==> src/rtl/wb_video_regs_if.sv <==
// ============================================================================
// Module   : wb_video_regs_if
// Purpose  : Wishbone slave bus bundle for the video register block.
// Revision : 1.0
// ============================================================================
`default_nettype none

interface wb_video_regs_if;
    logic [7:0] wb_adr_i;
    logic [7:0] wb_dat_i;
    logic       wb_we_i;
    logic       wb_cyc_i;
    logic       wb_stb_i;
    logic [7:0] wb_dat_o;
    logic       wb_ack_o;

    modport master (
        output wb_adr_i, wb_dat_i, wb_we_i, wb_cyc_i, wb_stb_i,
        input  wb_dat_o, wb_ack_o
    );

    modport slave (
        input  wb_adr_i, wb_dat_i, wb_we_i, wb_cyc_i, wb_stb_i,
        output wb_dat_o, wb_ack_o
    );
endinterface

`default_nettype wire

==> src/rtl/wb_video_regs.sv <==
// ============================================================================
// Module   : wb_video_regs
// Purpose  : Wishbone video control registers with vsync-committed shadows.
// Revision : 1.0
// ============================================================================
`default_nettype none

module wb_video_regs #(
    parameter logic [7:0] VERSION      = 8'h03,
    parameter logic [1:0] DEFAULT_MODE = 2'd3,
    parameter int         CURSOR_W     = 12
) (
    input  wire logic                clk,
    input  wire logic                rst_n,
    wb_video_regs_if.slave           wb,
    input  wire logic                vsync_i,
    output logic [1:0]               pattern_mode_o,
    output logic [7:0]               scroll_x_o,
    output logic [7:0]               scroll_y_o,
    output logic [CURSOR_W-1:0]      cursor_addr_o,
    output logic                     irq_o
);

    localparam logic [3:0] ADR_MODE    = 4'h0;
    localparam logic [3:0] ADR_VERSION = 4'h1;
    localparam logic [3:0] ADR_CTRL    = 4'h2;
    localparam logic [3:0] ADR_STATUS  = 4'h3;
    localparam logic [3:0] ADR_SCX     = 4'h4;
    localparam logic [3:0] ADR_SCY     = 4'h5;
    localparam logic [3:0] ADR_CUR_LO  = 4'h6;
    localparam logic [3:0] ADR_CUR_HI  = 4'h7;
    localparam logic [3:0] ADR_FCNT    = 4'h8;

    logic                ack_q, ack_d;
    logic [7:0]          dat_q, dat_d;
    logic [1:0]          mode_sh_q, mode_sh_d, mode_act_q, mode_act_d;
    logic [7:0]          scx_sh_q, scx_sh_d, scx_act_q, scx_act_d;
    logic [7:0]          scy_sh_q, scy_sh_d, scy_act_q, scy_act_d;
    logic [CURSOR_W-1:0] cur_sh_q, cur_sh_d, cur_act_q, cur_act_d;
    logic                shadow_en_q, shadow_en_d, irq_en_q, irq_en_d;
    logic                pending_q, pending_d, frame_irq_q, frame_irq_d;
    logic [7:0]          frame_cnt_q, frame_cnt_d;
    logic                vsync_prev_q, vsync_prev_d, irq_q, irq_d;

    logic       accept, wr, shadow_wr, vs_edge, commit;
    logic [3:0] addr;
    logic [7:0] rd_data;
    logic       unused_adr_hi;

    assign unused_adr_hi = ^wb.wb_adr_i[7:4];

    always_comb begin
        addr      = wb.wb_adr_i[3:0];
        accept    = wb.wb_cyc_i & wb.wb_stb_i & ~ack_q;
        wr        = accept & wb.wb_we_i;
        shadow_wr = wr & (addr inside {ADR_MODE, ADR_SCX, ADR_SCY, ADR_CUR_LO, ADR_CUR_HI});
        vs_edge   = vsync_i & ~vsync_prev_q;
        commit    = ~shadow_en_q | (vs_edge & pending_q);

        case (addr)
            ADR_MODE:    rd_data = {6'b0, mode_sh_q};
            ADR_VERSION: rd_data = VERSION;
            ADR_CTRL:    rd_data = {6'b0, irq_en_q, shadow_en_q};
            ADR_STATUS:  rd_data = {6'b0, pending_q, frame_irq_q};
            ADR_SCX:     rd_data = scx_sh_q;
            ADR_SCY:     rd_data = scy_sh_q;
            ADR_CUR_LO:  rd_data = cur_sh_q[7:0];
            ADR_CUR_HI:  rd_data = 8'(cur_sh_q[CURSOR_W-1:8]);
            ADR_FCNT:    rd_data = frame_cnt_q;
            default:     rd_data = 8'h00;
        endcase

        ack_d        = accept;
        dat_d        = (accept & ~wb.wb_we_i) ? rd_data : dat_q;
        mode_sh_d    = mode_sh_q;
        scx_sh_d     = scx_sh_q;
        scy_sh_d     = scy_sh_q;
        cur_sh_d     = cur_sh_q;
        shadow_en_d  = shadow_en_q;
        irq_en_d     = irq_en_q;

        if (wr) begin
            case (addr)
                ADR_MODE:   mode_sh_d = wb.wb_dat_i[1:0];
                ADR_CTRL: begin
                    shadow_en_d = wb.wb_dat_i[0];
                    irq_en_d    = wb.wb_dat_i[1];
                end
                ADR_SCX:    scx_sh_d = wb.wb_dat_i;
                ADR_SCY:    scy_sh_d = wb.wb_dat_i;
                ADR_CUR_LO: cur_sh_d[7:0] = wb.wb_dat_i;
                ADR_CUR_HI: cur_sh_d[CURSOR_W-1:8] = wb.wb_dat_i[CURSOR_W-9:0];
                default: ;
            endcase
        end

        // Commit samples the shadows before this cycle's write lands.
        mode_act_d = commit ? mode_sh_q : mode_act_q;
        scx_act_d  = commit ? scx_sh_q  : scx_act_q;
        scy_act_d  = commit ? scy_sh_q  : scy_act_q;
        cur_act_d  = commit ? cur_sh_q  : cur_act_q;

        if (~shadow_en_q)
            pending_d = 1'b0;
        else if (shadow_wr)
            pending_d = 1'b1;
        else if (vs_edge)
            pending_d = 1'b0;
        else
            pending_d = pending_q;

        frame_irq_d = frame_irq_q;
        if (wr && addr == ADR_STATUS && wb.wb_dat_i[0])
            frame_irq_d = 1'b0;
        if (vs_edge)
            frame_irq_d = 1'b1;

        frame_cnt_d  = vs_edge ? frame_cnt_q + 8'd1 : frame_cnt_q;
        vsync_prev_d = vsync_i;
        irq_d        = frame_irq_q & irq_en_q;
    end

    always_ff @(posedge clk or negedge rst_n) begin
        if (!rst_n) begin
            ack_q        <= 1'b0;
            dat_q        <= 8'h00;
            mode_sh_q    <= DEFAULT_MODE;
            mode_act_q   <= DEFAULT_MODE;
            scx_sh_q     <= 8'h00;
            scx_act_q    <= 8'h00;
            scy_sh_q     <= 8'h00;
            scy_act_q    <= 8'h00;
            cur_sh_q     <= '0;
            cur_act_q    <= '0;
            shadow_en_q  <= 1'b1;
            irq_en_q     <= 1'b0;
            pending_q    <= 1'b0;
            frame_irq_q  <= 1'b0;
            frame_cnt_q  <= 8'h00;
            vsync_prev_q <= 1'b1;
            irq_q        <= 1'b0;
        end else begin
            ack_q        <= ack_d;
            dat_q        <= dat_d;
            mode_sh_q    <= mode_sh_d;
            mode_act_q   <= mode_act_d;
            scx_sh_q     <= scx_sh_d;
            scx_act_q    <= scx_act_d;
            scy_sh_q     <= scy_sh_d;
            scy_act_q    <= scy_act_d;
            cur_sh_q     <= cur_sh_d;
            cur_act_q    <= cur_act_d;
            shadow_en_q  <= shadow_en_d;
            irq_en_q     <= irq_en_d;
            pending_q    <= pending_d;
            frame_irq_q  <= frame_irq_d;
            frame_cnt_q  <= frame_cnt_d;
            vsync_prev_q <= vsync_prev_d;
            irq_q        <= irq_d;
        end
    end

    assign wb.wb_ack_o    = ack_q;
    assign wb.wb_dat_o    = dat_q;
    assign pattern_mode_o = mode_act_q;
    assign scroll_x_o     = scx_act_q;
    assign scroll_y_o     = scy_act_q;
    assign cursor_addr_o  = cur_act_q;
    assign irq_o          = irq_q;

endmodule

`default_nettype wire

==> src/flat_wrapper.sv <==
// flat-port wrapper written by rule: the top's interface ports become plain ports
module wb_video_regs_flat 
#(
    parameter logic [7:0] VERSION      = 8'h03,
    parameter logic [1:0] DEFAULT_MODE = 2'd3,
    parameter int         CURSOR_W     = 12
)
  (clk, rst_n, vsync_i, pattern_mode_o, scroll_x_o, scroll_y_o, cursor_addr_o, irq_o, wb_wb_adr_i, wb_wb_dat_i, wb_wb_we_i, wb_wb_cyc_i, wb_wb_stb_i, wb_wb_dat_o, wb_wb_ack_o);
  wb_video_regs_if wb_i ();
  input  wire logic clk;
  input  wire logic rst_n;
  input  wire logic vsync_i;
  output logic [1:0] pattern_mode_o;
  output logic [7:0] scroll_x_o;
  output logic [7:0] scroll_y_o;
  output logic [CURSOR_W-1:0] cursor_addr_o;
  output logic irq_o;
  input wire logic [$bits(wb_i.wb_adr_i)-1:0] wb_wb_adr_i;
  input wire logic [$bits(wb_i.wb_dat_i)-1:0] wb_wb_dat_i;
  input wire logic [$bits(wb_i.wb_we_i)-1:0] wb_wb_we_i;
  input wire logic [$bits(wb_i.wb_cyc_i)-1:0] wb_wb_cyc_i;
  input wire logic [$bits(wb_i.wb_stb_i)-1:0] wb_wb_stb_i;
  output wire logic [$bits(wb_i.wb_dat_o)-1:0] wb_wb_dat_o;
  output wire logic [$bits(wb_i.wb_ack_o)-1:0] wb_wb_ack_o;
  assign wb_i.wb_adr_i = wb_wb_adr_i;
  assign wb_i.wb_dat_i = wb_wb_dat_i;
  assign wb_i.wb_we_i = wb_wb_we_i;
  assign wb_i.wb_cyc_i = wb_wb_cyc_i;
  assign wb_i.wb_stb_i = wb_wb_stb_i;
  assign wb_wb_dat_o = wb_i.wb_dat_o;
  assign wb_wb_ack_o = wb_i.wb_ack_o;
  wb_video_regs #(.VERSION(VERSION), .DEFAULT_MODE(DEFAULT_MODE), .CURSOR_W(CURSOR_W)) u_core (.clk(clk), .rst_n(rst_n), .wb(wb_i), .vsync_i(vsync_i), .pattern_mode_o(pattern_mode_o), .scroll_x_o(scroll_x_o), .scroll_y_o(scroll_y_o), .cursor_addr_o(cursor_addr_o), .irq_o(irq_o));
endmodule
==> config.mk <==
export PLATFORM = sky130hd
export DESIGN_NAME = wb_video_regs_flat
export DESIGN_NICKNAME = d
export VERILOG_FILES = /design/src/rtl/wb_video_regs_if.sv /design/src/rtl/wb_video_regs.sv /design/src/flat_wrapper.sv
export SDC_FILE = /design/constraint.sdc
export NUM_CORES = 1
export LEC_CHECK = 0
export CAP_MARGIN = 20
export CORE_MARGIN = 5
export CORE_UTILIZATION = 35
export DETAILED_ROUTE_END_ITERATION = 10
export GPL_ROUTABILITY_DRIVEN = 0
export PLACE_DENSITY_LB_ADDON = 0.05
export SETUP_SLACK_MARGIN = 0.4
export SLEW_MARGIN = 20
export SYNTH_ARGS = -nofsm -noshare
export SYNTH_HDL_FRONTEND = slang
export SYNTH_SLANG_ARGS = --single-unit
export TNS_END_PERCENT = 30
==> constraint.sdc <==
create_clock -name clk -period 2.11 [get_ports clk]
set_clock_uncertainty 0.15 [all_clocks]
set_input_delay 0.422 -clock clk [delete_from_list [all_inputs] [get_ports clk]]
set_output_delay 0.422 -clock clk [all_outputs]
set_load 0.005 [all_outputs]
==> results.md, run 1 <==
* Status: completed
* Avg Inst Size Synth at 13.5 µm²
* Initial Util at a little over a third
* Iteration-0 DRC Markers at 66
* Min-Delay Path Class: flop to flop
* Crit-path max FO at 2
* Power per cell area at 810 nW/µm²
* Area growth syn-to-layout at 37.9%
* Count leader, synth: dfrtp_1
* Met3 global-route usage at 4.37%
* DRT Pass-1 Iters at 4
* # rows at 37
* Routed WL at 8210 µm
* Clock sink count at 83
* Post-synth net total at 288
* Worst Setup End Kind: primary output
* WP data required at 1540 ps
* Root Buffer: clkbuf_8
* Post-synth cell types at 43
* Number of I/O pins at 62
* Vias/cell at 4.78
* Final slew viol count at 0
* EDFF count, synth at 0
* R2R Setup Slk at 380 ps
* Slew headroom at 70.2%
* Worst path cell trace: clkdlybuf4s50_1
* Critical path data arrival time at about 1200 ps
* Met1 GRT Util at 19.7%
* Slack of the critical path at approximately 330 ps
* Placed cells at 477
* Final setup vio count at 0
* Post-Syn Area at 3580 µm²
* Asr flop ratio synth at 100%
* Crit Path Class: flop to primary output
* Min Tclk post-route at 1780 ps
* Max Buffers Root-to-Sink at 2
* R2r endpoint: u_core.scx_sh_q[5]$_DFFE_PN0P_
* CTS tree: built
* Number of synthesis warnings at 0
* Vias in the first global route at 2538
* Synth top area cells: dfrtp_1 (54%), mux2_2 (20%), dfstp_2 (4.4%), nand2_1 (2.1%), o21ai_0 (2.0%)
* Crit path buf inv count at 1
* Period utilization at 84.2%
* Crit-path leading delay family: buffers and inverters
* Ant diodes at 0
* Nets at 380
* Clock Latency Late Sink at 340 ps
* DRC viols at 0
* Hold Path Origin: u_core.wb.wb_dat_o[1]$_DFFE_PN0P_
* GRT overflow at 0
* Wire per inst at 16.5 µm
* CP max stage delay at 510 ps
* Fmax at 0.563 GHz
* Final cell count without fillers at 497
* Unrepaired setup endpoints after global routing: true
* Busiest layer in global routing: met2
* CTS buffer count at 9
* Mapped Cells at 265
* Die height at 111 µm
* Initial antenna violation count at 1
* Critical Path Source Type: flop
* Final Hold Vio Count at 0
* H-Tree Depth at 3
* PortBufs at 57
* Post-Route Setup TNS at 0 ps
* Ys flop type: dfrtp_1
* Yosys reg bits at 83
* CP startpoint: u_core.wb.wb_dat_o[4]$_DFFE_PN0P_
* Seq/Total Area, Yosys at 58.2%
* DPL Wire Length at 6010 µm
* Post-synth top area share at between 50% and 60%
* Detail Route Antenna Nets at 0
* Pre-CTS setup slack at -357 ps
* R2R cell count at 5
* Grt met2 use at 20.3%
* Maximum vdd drop at 0.342 mV
* Stages on worst setup path at 1
* Largest net degree at the start of global routing at 36
* LEAKAGE at ~2.6 nW
* Share of layout cells above drive strength 1 at 39.1%
* Max cap viols at 0
* Area leader, netlist: dfrtp_1
* Fillers at 915
* DIE AREA at approximately 12000 µm²
* Vias at roughly 2400
* Total GRT Usage at around 14%
* Top cells by count, synth: dfrtp_1 (77), mux2_2 (64), nand2_1 (20)
* Core Area at 10100 µm²
* Crit path max-delay cell type: clkdlybuf4s50_1
* Critical Path Sink: wb_wb_dat_o[4]
* First-pass GRT wire length at 13700 µm
* Slew @ Worst Pin at 442 ps
* Die width at about 110 µm
* Clk pin slew, worst setup/hold paths at ~80 ps
* Reg2Reg Launch Point: u_core.wb.wb_ack_o$_DFF_PN0_
[registers in the layout (all words and copies together) (netlist names), 8 cells and up]
signal,flops
u_core.scy_sh_q,8
u_core.wb.wb_dat_o,8
u_core.scroll_y_o,8
u_core.scroll_x_o,8
u_core.cur_sh_q,12
u_core.scx_sh_q,8
u_core.cursor_addr_o,12
u_core.frame_cnt_q,8
[stage by stage]
step                total power [mW]  area, µm²  hold WS (ps)  utilization, %
floorplan                       2.34       3610         -23.6               -
global placement                2.76       4540           210            44.8
detailed placement              2.76       4540           212            44.8
CTS                             4.07       4840           331            47.7
global route                    4.24       4940           340            48.7
finish                          4.00       4940           330            48.7
[timing repair]
action	CTS	global route
hold buffers	1	0
hold endpoints to repair	18	0
buffers inserted	1	3
gates cloned	0	0
pin swaps	4	2
resized for setup	27	31
setup endpoints to repair	105	110
[layout make-up]
class	instances	area, µm²	share of cell area (%)
clock inverter	4	73.8	1.49
timing repair buffer	95	958	19.4
clock buffer	11	151	3.06
sequential	83	2080	42.2
multi-input combinational	166	1500	30.3
inverter	2	7.51	0.152
tap	136	170	3.44
[kinds of logic after synthesis]
family,count (synthesis),share of synthesized area (%)
flops,83,58.2
xor+xnor,7,1.71
buf+inv,16,2.37
simple gates,54,8.62
mux,72,23.1
fa+ha+maj,1,0.349
compound gates,32,5.72
[layer usage]
metal,vias up,wire (µm)
li1,1134,-
met1,1176,4030
met2,52,3680
met3,11,329
met4,2,162
met5,-,13
[where the power goes]
part           switching [mW]  internal (mW)
clock network           0.566          0.726
logic                   0.267          0.452
registers               0.166           1.83
[layout by cell type (no fill, tap or decap), types with 3 or more instances in the layout]
master,synthesis,layout
dfrtp_1,77,77
mux2_2,64,54
buf_4,2,30
dlymetal6s2s_1,0,25
clkdlybuf4s50_1,0,23
nand2_1,20,17
o21ai_0,14,14
clkbuf_8,0,11
mux2_4,0,10
dlygate4sd2_1,0,7
nor2_1,6,6
a22oi_1,6,6
buf_6,1,6
dfstp_2,6,6
mux2i_1,5,5
nand3_1,5,5
xnor2_1,5,5
nand2b_1,3,3
and3_1,3,3
[how the worst min path moves through the flow]
stage / endpoint / slack, ps / cells after the start
floorplan: u_core.cur_sh_q[0]$_DFFE_PN0P_ / -20 / 0
global placement: u_core.irq_en_q$_DFFE_PN0P_ / 210 / 1
detailed placement: u_core.irq_en_q$_DFFE_PN0P_ / 210 / 1
CTS: u_core.frame_cnt_q[7]$_DFFE_PN0P_ / 330 / 1
global route: u_core.frame_cnt_q[7]$_DFFE_PN0P_ / 340 / 1
finish: u_core.wb.wb_dat_o[1]$_DFFE_PN0P_ / 330 / 2
[worst register-to-register path, cell delays in order (launching register included)]
cell     delay (ps)
dfrtp_1         380
and3b_2         280
nand3_4         140
nor3_4          190
buf_6           160
mux2_2          330
Note: power is estimated with default switching activity, not from simulation.
==> run 2: changes to the inputs <==
- clock period: 2.11 -> 1.7 ns (I/O delays scaled with it)
==> run 2 against run 1 <==
- the run now ends with negative setup slack left
- core utilization rose by 3.0 points
- combinational power rose by 54%
- register-to-register slack got worse by 480 ps
- setup slack got worse by 450 ps
- clock-buffer cell count fell by 1
- non-clock buffer count rose by 18
- critical path depth rose by 6
- sequential power rose by 27%
- first-iteration DRC count rose by 30%
- sequential share of layout area fell by 2.4 points
- cell count rose by 3.8%
- flip-flop and latch count did not move
- largest cell class unchanged
- highest routed layer is now met4
==> results.md, run 2 (synthesized netlist as in run 1, its figures left out) <==
* Final slew viol count at 0
* Die height at around 110 µm
* Status: finished with violations
* Slew headroom at 74.3%
* Area growth syn-to-layout at 46.4%
* Worst path cell trace: clkdlybuf4s50_1 > and3b_2 > nand3_4 > buf_4 > nor2_4 > buf_4 > mux2_2
* Share of layout cells above drive strength 1 at 59.2%
* Clock Latency Late Sink at around 360 ps
* Final Util at 51.7%
* Clk pin slew, worst setup/hold paths at 80 ps
* Root Buffer: clkbuf_8
* Routed WL at 9380 µm
* DRT Pass-1 Iters at 4
* DRC viols at 0
* Most used cell, CP: buf_4
* PortBufs at 57
* Vias/cell at 4.87
* Wire per inst at 18.2 µm
* Most frequent cells in the layout: dfrtp_1 (77), mux2_4 (49), buf_2 (39), buf_4 (34), buf_6 (18)
* Min Tclk post-route at ~1800 ps
* Power, Total at 5.23 mW
* H-Tree Depth at 3
* Fmax at 0.551 GHz
* Initial antenna violation count at 0
* # rows at 37
* R2R cell count at 6
* Hold endpoint: u_core.vsync_prev_q$_DFF_PN1_
* Initial Util at a little over a third
* Critical Path Source Type: input port
* Hold Path Origin: vsync_i
* Crit path buf inv count at 3
* Max cap viols at 0
* DP Area at about 4600 µm²
* Max Buffers Root-to-Sink at 2
* Power per cell area at 996 nW/µm²
* Fillers at 892
* Crit-path max FO at 4
* Post-route design area at roughly 5200 µm²
* DPL Wire Length at 6090 µm
* Core Area at about 10000 µm²
* Min-Delay Path Class: input port to flop
* Maximum vdd drop at 0.431 mV
* Reg2Reg Launch Point: u_core.wb.wb_ack_o$_DFF_PN0_
* DIE AREA at 12400 µm²
* R2R Setup Slk at -100 ps
* Iteration-0 DRC Markers at 86
* Slew @ Worst Pin at approximately 380 ps
* R2r endpoint: u_core.cur_sh_q[9]$_DFFE_PN0P_
* Clock sink count at 83
* GRT overflow at 0
* Total GRT Usage at 15.1%
* Detail Route Antenna Nets at 0
* Worst Setup End Kind: flop
* Vias at 2511
* Die width at around 110 µm
* CP max stage delay at 450 ps
* Number of I/O pins at 62
* Crit-path leading delay family: buffers and inverters
* Largest net degree at the start of global routing at 38
* Worst hold path cell count at 1
* Period utilization at 107%
* Final Hold Vio Count at 0
* Critical path data arrival time at 1910 ps
* WP data required at around 1800 ps
* Crit path max-delay cell type: clkdlybuf4s50_1
* CTS buffer count at 9
* First-pass GRT wire length at about 15000 µm
* LEAKAGE at 2.54 nW
* Unrepaired setup endpoints after global routing: true
* Ant diodes at 0
* Final setup vio count at 32
* Slack of the critical path at -115 ps
* Nets at 398
* Leading cell type in the layout, fill and taps excluded: dfrtp_1
* CTS tree: built
* Pre-CTS setup slack at -729 ps
* Vias in the first global route at 2713
* Post-Route Setup TNS at -2140 ps
* Failing checks: negative setup slack
* Crit Path Class: input port to flop
==> run 2: changes by cell type in the layout (fill, tap and decap cells not counted), sizes merged <==
cell,change
dlymetal6s2s,-25
buf,+56
clkbuf,+1
clkdlybuf4s50,-12
clkinvlp,+1
inv,+1
dlygate4sd2,-4
clkdlybuf4s15,+1
==> run 2: routing by layer <==
| layer | up-vias | routed length [µm] | part of all wire (%) | GRT usage [%] |
|---|---|---|---|---|
| li1 | 1169 | - | - | - |
| met1 | 1276 | 4770 | 51 | 22.2 |
| met2 | 55 | 4090 | 44 | 21.2 |
| met3 | 11 | 400 | 4.3 | 5.02 |
| met4 | 0 | 119 | 1.3 | 4.14 |
| met5 | - | 0 | 0 | 0 |
==> run 2: layout make-up <==
class	instances	area, µm²	share of cell area (%)
sequential	83	2080	39.7
multi-input combinational	166	1840	35.0
timing repair buffer	113	930	17.7
tap	136	170	3.24
clock buffer	10	128	2.43
clock inverter	6	90.1	1.72
inverter	2	7.51	0.143
==> run 2: worst max-delay path by stage <==
stage / start / to / slack (ps) / depth (start not counted)
after floorplan: u_core.wb.wb_ack_o$_DFF_PN0_ / u_core.cur_sh_q[1]$_DFFE_PN0P_ / -20 / 5
after global placement: wb_wb_adr_i[0] / u_core.wb.wb_dat_o[1]$_DFFE_PN0P_ / -670 / 5
after detailed placement: wb_wb_adr_i[0] / u_core.wb.wb_dat_o[1]$_DFFE_PN0P_ / -730 / 5
after CTS: u_core.wb.wb_ack_o$_DFF_PN0_ / u_core.cur_sh_q[4]$_DFFE_PN0P_ / -140 / 6
after global routing: u_core.wb.wb_ack_o$_DFF_PN0_ / u_core.cur_sh_q[9]$_DFFE_PN0P_ / -160 / 6
final: wb_wb_stb_i / u_core.cur_sh_q[9]$_DFFE_PN0P_ / -120 / 7
==> run 2: what timing repair did <==
| item | 4_1_cts | 5_1_grt |
|---|---|---|
| cloned | 0 | 2 |
| hold buffers | 1 | 0 |
| hold endpoints to repair | 64 | 0 |
| resized for setup | 253 | 27 |
| endpoints found under the setup margin | 120 | 119 |
| buffers inserted | 13 | 5 |
| pin swaps | 22 | 11 |
==> run 2: where the power goes <==
part / switching (mW) / total (mW) / internal, mW
Clock: 0.751 / 1.59 / 0.834
Sequential: 0.266 / 2.53 / 2.27
Combinational: 0.428 / 1.11 / 0.680
==> run 2: worst reg2reg max path, cell delays in order, from the launching register on <==
cell and delay (ps):
dfrtp_1 370, and3b_2 290, nand3_4 130, buf_4 180
nor2_4 110, buf_4 140, mux2_2 320
==> run 2: through the flow <==
stage	cells	hold WS, ps
after floorplan	265	-106
after detailed placement	479	70.0
after global routing	516	69.2
after CTS	509	72.3
after global placement	479	71.6
final	516	92.7
==> run 3: changes to the inputs <==
- CORE_UTILIZATION: 35 -> 52
- HOLD_SLACK_MARGIN: default -> 0.08
==> run 3 against run 2 <==
- the flow still finishes with violations (negative setup slack)
- core utilization grew 20 points
- critical path depth unchanged
- cell count down 13%
- worst hold slack better by 180 ps
- flip-flop and latch count is the same
- combinational power decreased by 16%
==> results.md, run 3 (synthesized netlist as in run 1, its figures left out) <==
* CP max stage delay at 460 ps
* DP Area at 4600 µm²
* Status: finished with violations
* Failing checks: negative setup slack
* Maximum vdd drop at between 0.5 and 0.6 mV
* Slack of the critical path at -120 ps
* Ant diodes at 0
* Unrepaired setup endpoints after global routing: true
* Die width at 93.0 µm
* Max cap viols at 0
* Clock Latency Late Sink at approximately 340 ps
* Crit-path leading delay family: buffers and inverters
* Core Area at 6760 µm²
* Area growth syn-to-layout at 35.6%
* Die height at between 90 and 100 µm
* GRT overflow at 0
* CTS tree: built
* Final slew viol count at 0
* Final Hold Vio Count at 0
* DPL Wire Length at approximately 5600 µm
* Routed WL at 8280 µm
* Iteration-0 DRC Markers at 77
* Worst hold slack at 272 ps
* Initial Util at 53.1%
* Nets at 386
* Initial antenna violation count at 0
* Vias/cell at 5.48
* Worst Setup End Kind: flop
* Critical Path Source Type: input port
* Critical path data arrival time at between 1500 and 2000 ps
* Detail Route Antenna Nets at 0
* Root Buffer: clkbuf_8
* Crit-path max FO at 4
* PortBufs at 57
* Leading cell type in the layout, fill and taps excluded: dfrtp_1
* Max Buffers Root-to-Sink at 2
* Most frequent cells in the layout: dfrtp_1 (77), mux2_2 (33), mux2_4 (31), buf_4 (31), buf_2 (28)
* H-Tree Depth at 3
* DRC viols at 0
* Fmax at 0.550 GHz
* Largest net degree at the start of global routing at 34
* LEAKAGE at 2.33 nW
* Share of layout cells above drive strength 1 at a little over half
* First-pass GRT wire length at 14000 µm
* Final setup vio count at 35
* Post-route design area at 4860 µm²
* Period utilization at 107%
* DIE AREA at 8650 µm²
* # rows at 30
* Vias in the first global route at 2715
* Post-Route Setup TNS at -1860 ps
* Final cell count without fillers at 447
* Slew @ Worst Pin at 443 ps
* Vias at 2448
* Placed cells at between 400 and 500
* Clock sink count at a little over 80
* Wire per inst at 18.5 µm
* Number of I/O pins at 62
* Clk pin slew, worst setup/hold paths at 80 ps
* DRT Pass-1 Iters at 4
* Worst path cell trace: clkdlybuf4s50_1 > and3b_2 > nand3_4 > buf_4 > nor2_4 > buf_6 > mux2_4
* WP data required at 1780 ps
* Crit path buf inv count at 3
* Power per cell area at just under 1000 nW/µm²
* Crit Path Class: input port to flop
* Crit path max-delay cell type: clkdlybuf4s50_1
* Min Tclk post-route at between 1500 and 2000 ps
* Pre-CTS setup slack at -718 ps
* Min-Delay Path Class: input port to flop
* Total GRT Usage at 21.2%
* Slew headroom at 70.5%
* CTS buffer count at 9
run 3: changes by cell type in the layout (fill, tap and decap cells not counted), moves of 4 or more:
cell	previous run	this run
buf_2	39	28
mux2_2	16	33
xnor2_1	0	4
a22oi_2	4	0
nand2_1	14	18
buf_6	18	9
clkdlybuf4s15_2	0	5
mux2_4	49	31
xnor2_2	5	1
a22oi_1	2	6
run 3: stage by stage:
stage / power [mW] / util (%)
finish: 4.83 / 71.9
global route: 5.08 / 71.9
CTS: 4.85 / 71.6
detailed placement: 3.46 / 68.1
global placement: 3.44 / 68.1
floorplan: 2.94 / -
run 3: layer usage:
metal / vias to the layer above / share of wire (%) / GRT usage [%]
li1: 1136 / - / -
met1: 1246 / 45 / 28.2
met2: 54 / 49 / 34.1
met3: 12 / 4.3 / 4.75
met4: 0 / 1.7 / 7.81
met5: - / 0 / 0
run 3: final cells by class:
type                    instances  area [µm²]
inverters                       2        7.51
flip-flops and latches         83        2080
clock buffers                  10         138
multi-input cells             166        1640
repair buffers                101         838
fillers                       469        1900
well taps                      80         100
clock inverters                 5        53.8
run 3: path summary, 6_finish.rpt:
kind,slack [ps],to,from,cells past startpoint
worst max-delay path,-120,u_core.cur_sh_q[11]$_DFFE_PN0P_,wb_wb_cyc_i,7
worst min-delay path,270,u_core.vsync_prev_q$_DFF_PN1_,vsync_i,1
worst max register to register,-120,u_core.cur_sh_q[11]$_DFFE_PN0P_,u_core.wb.wb_ack_o$_DFF_PN0_,6
worst min register to register,330,u_core.frame_cnt_q[7]$_DFFE_PN0P_,u_core.frame_cnt_q[7]$_DFFE_PN0P_,1
max in group asynchronous,510,u_core.vsync_prev_q$_DFF_PN1_,rst_n,3
min in group asynchronous,330,u_core.cursor_addr_o[9]$_DFFE_PN0P_,rst_n,2
run 3: power by group:
group	switching [mW]	internal, mW
Clock	0.689	0.706
Combinational	0.362	0.566
Sequential	0.243	2.27
run 3: repair_timing:
item | 4_1_cts | 5_1_grt
cloned | 0 | 0
pin swaps | 14 | 1
hold buffers | 1 | 0
setup buffers | 1 | 1
hold endpoints to repair | 25 | 0
endpoints found under the setup margin | 120 | 120
resized for setup | 190 | 16
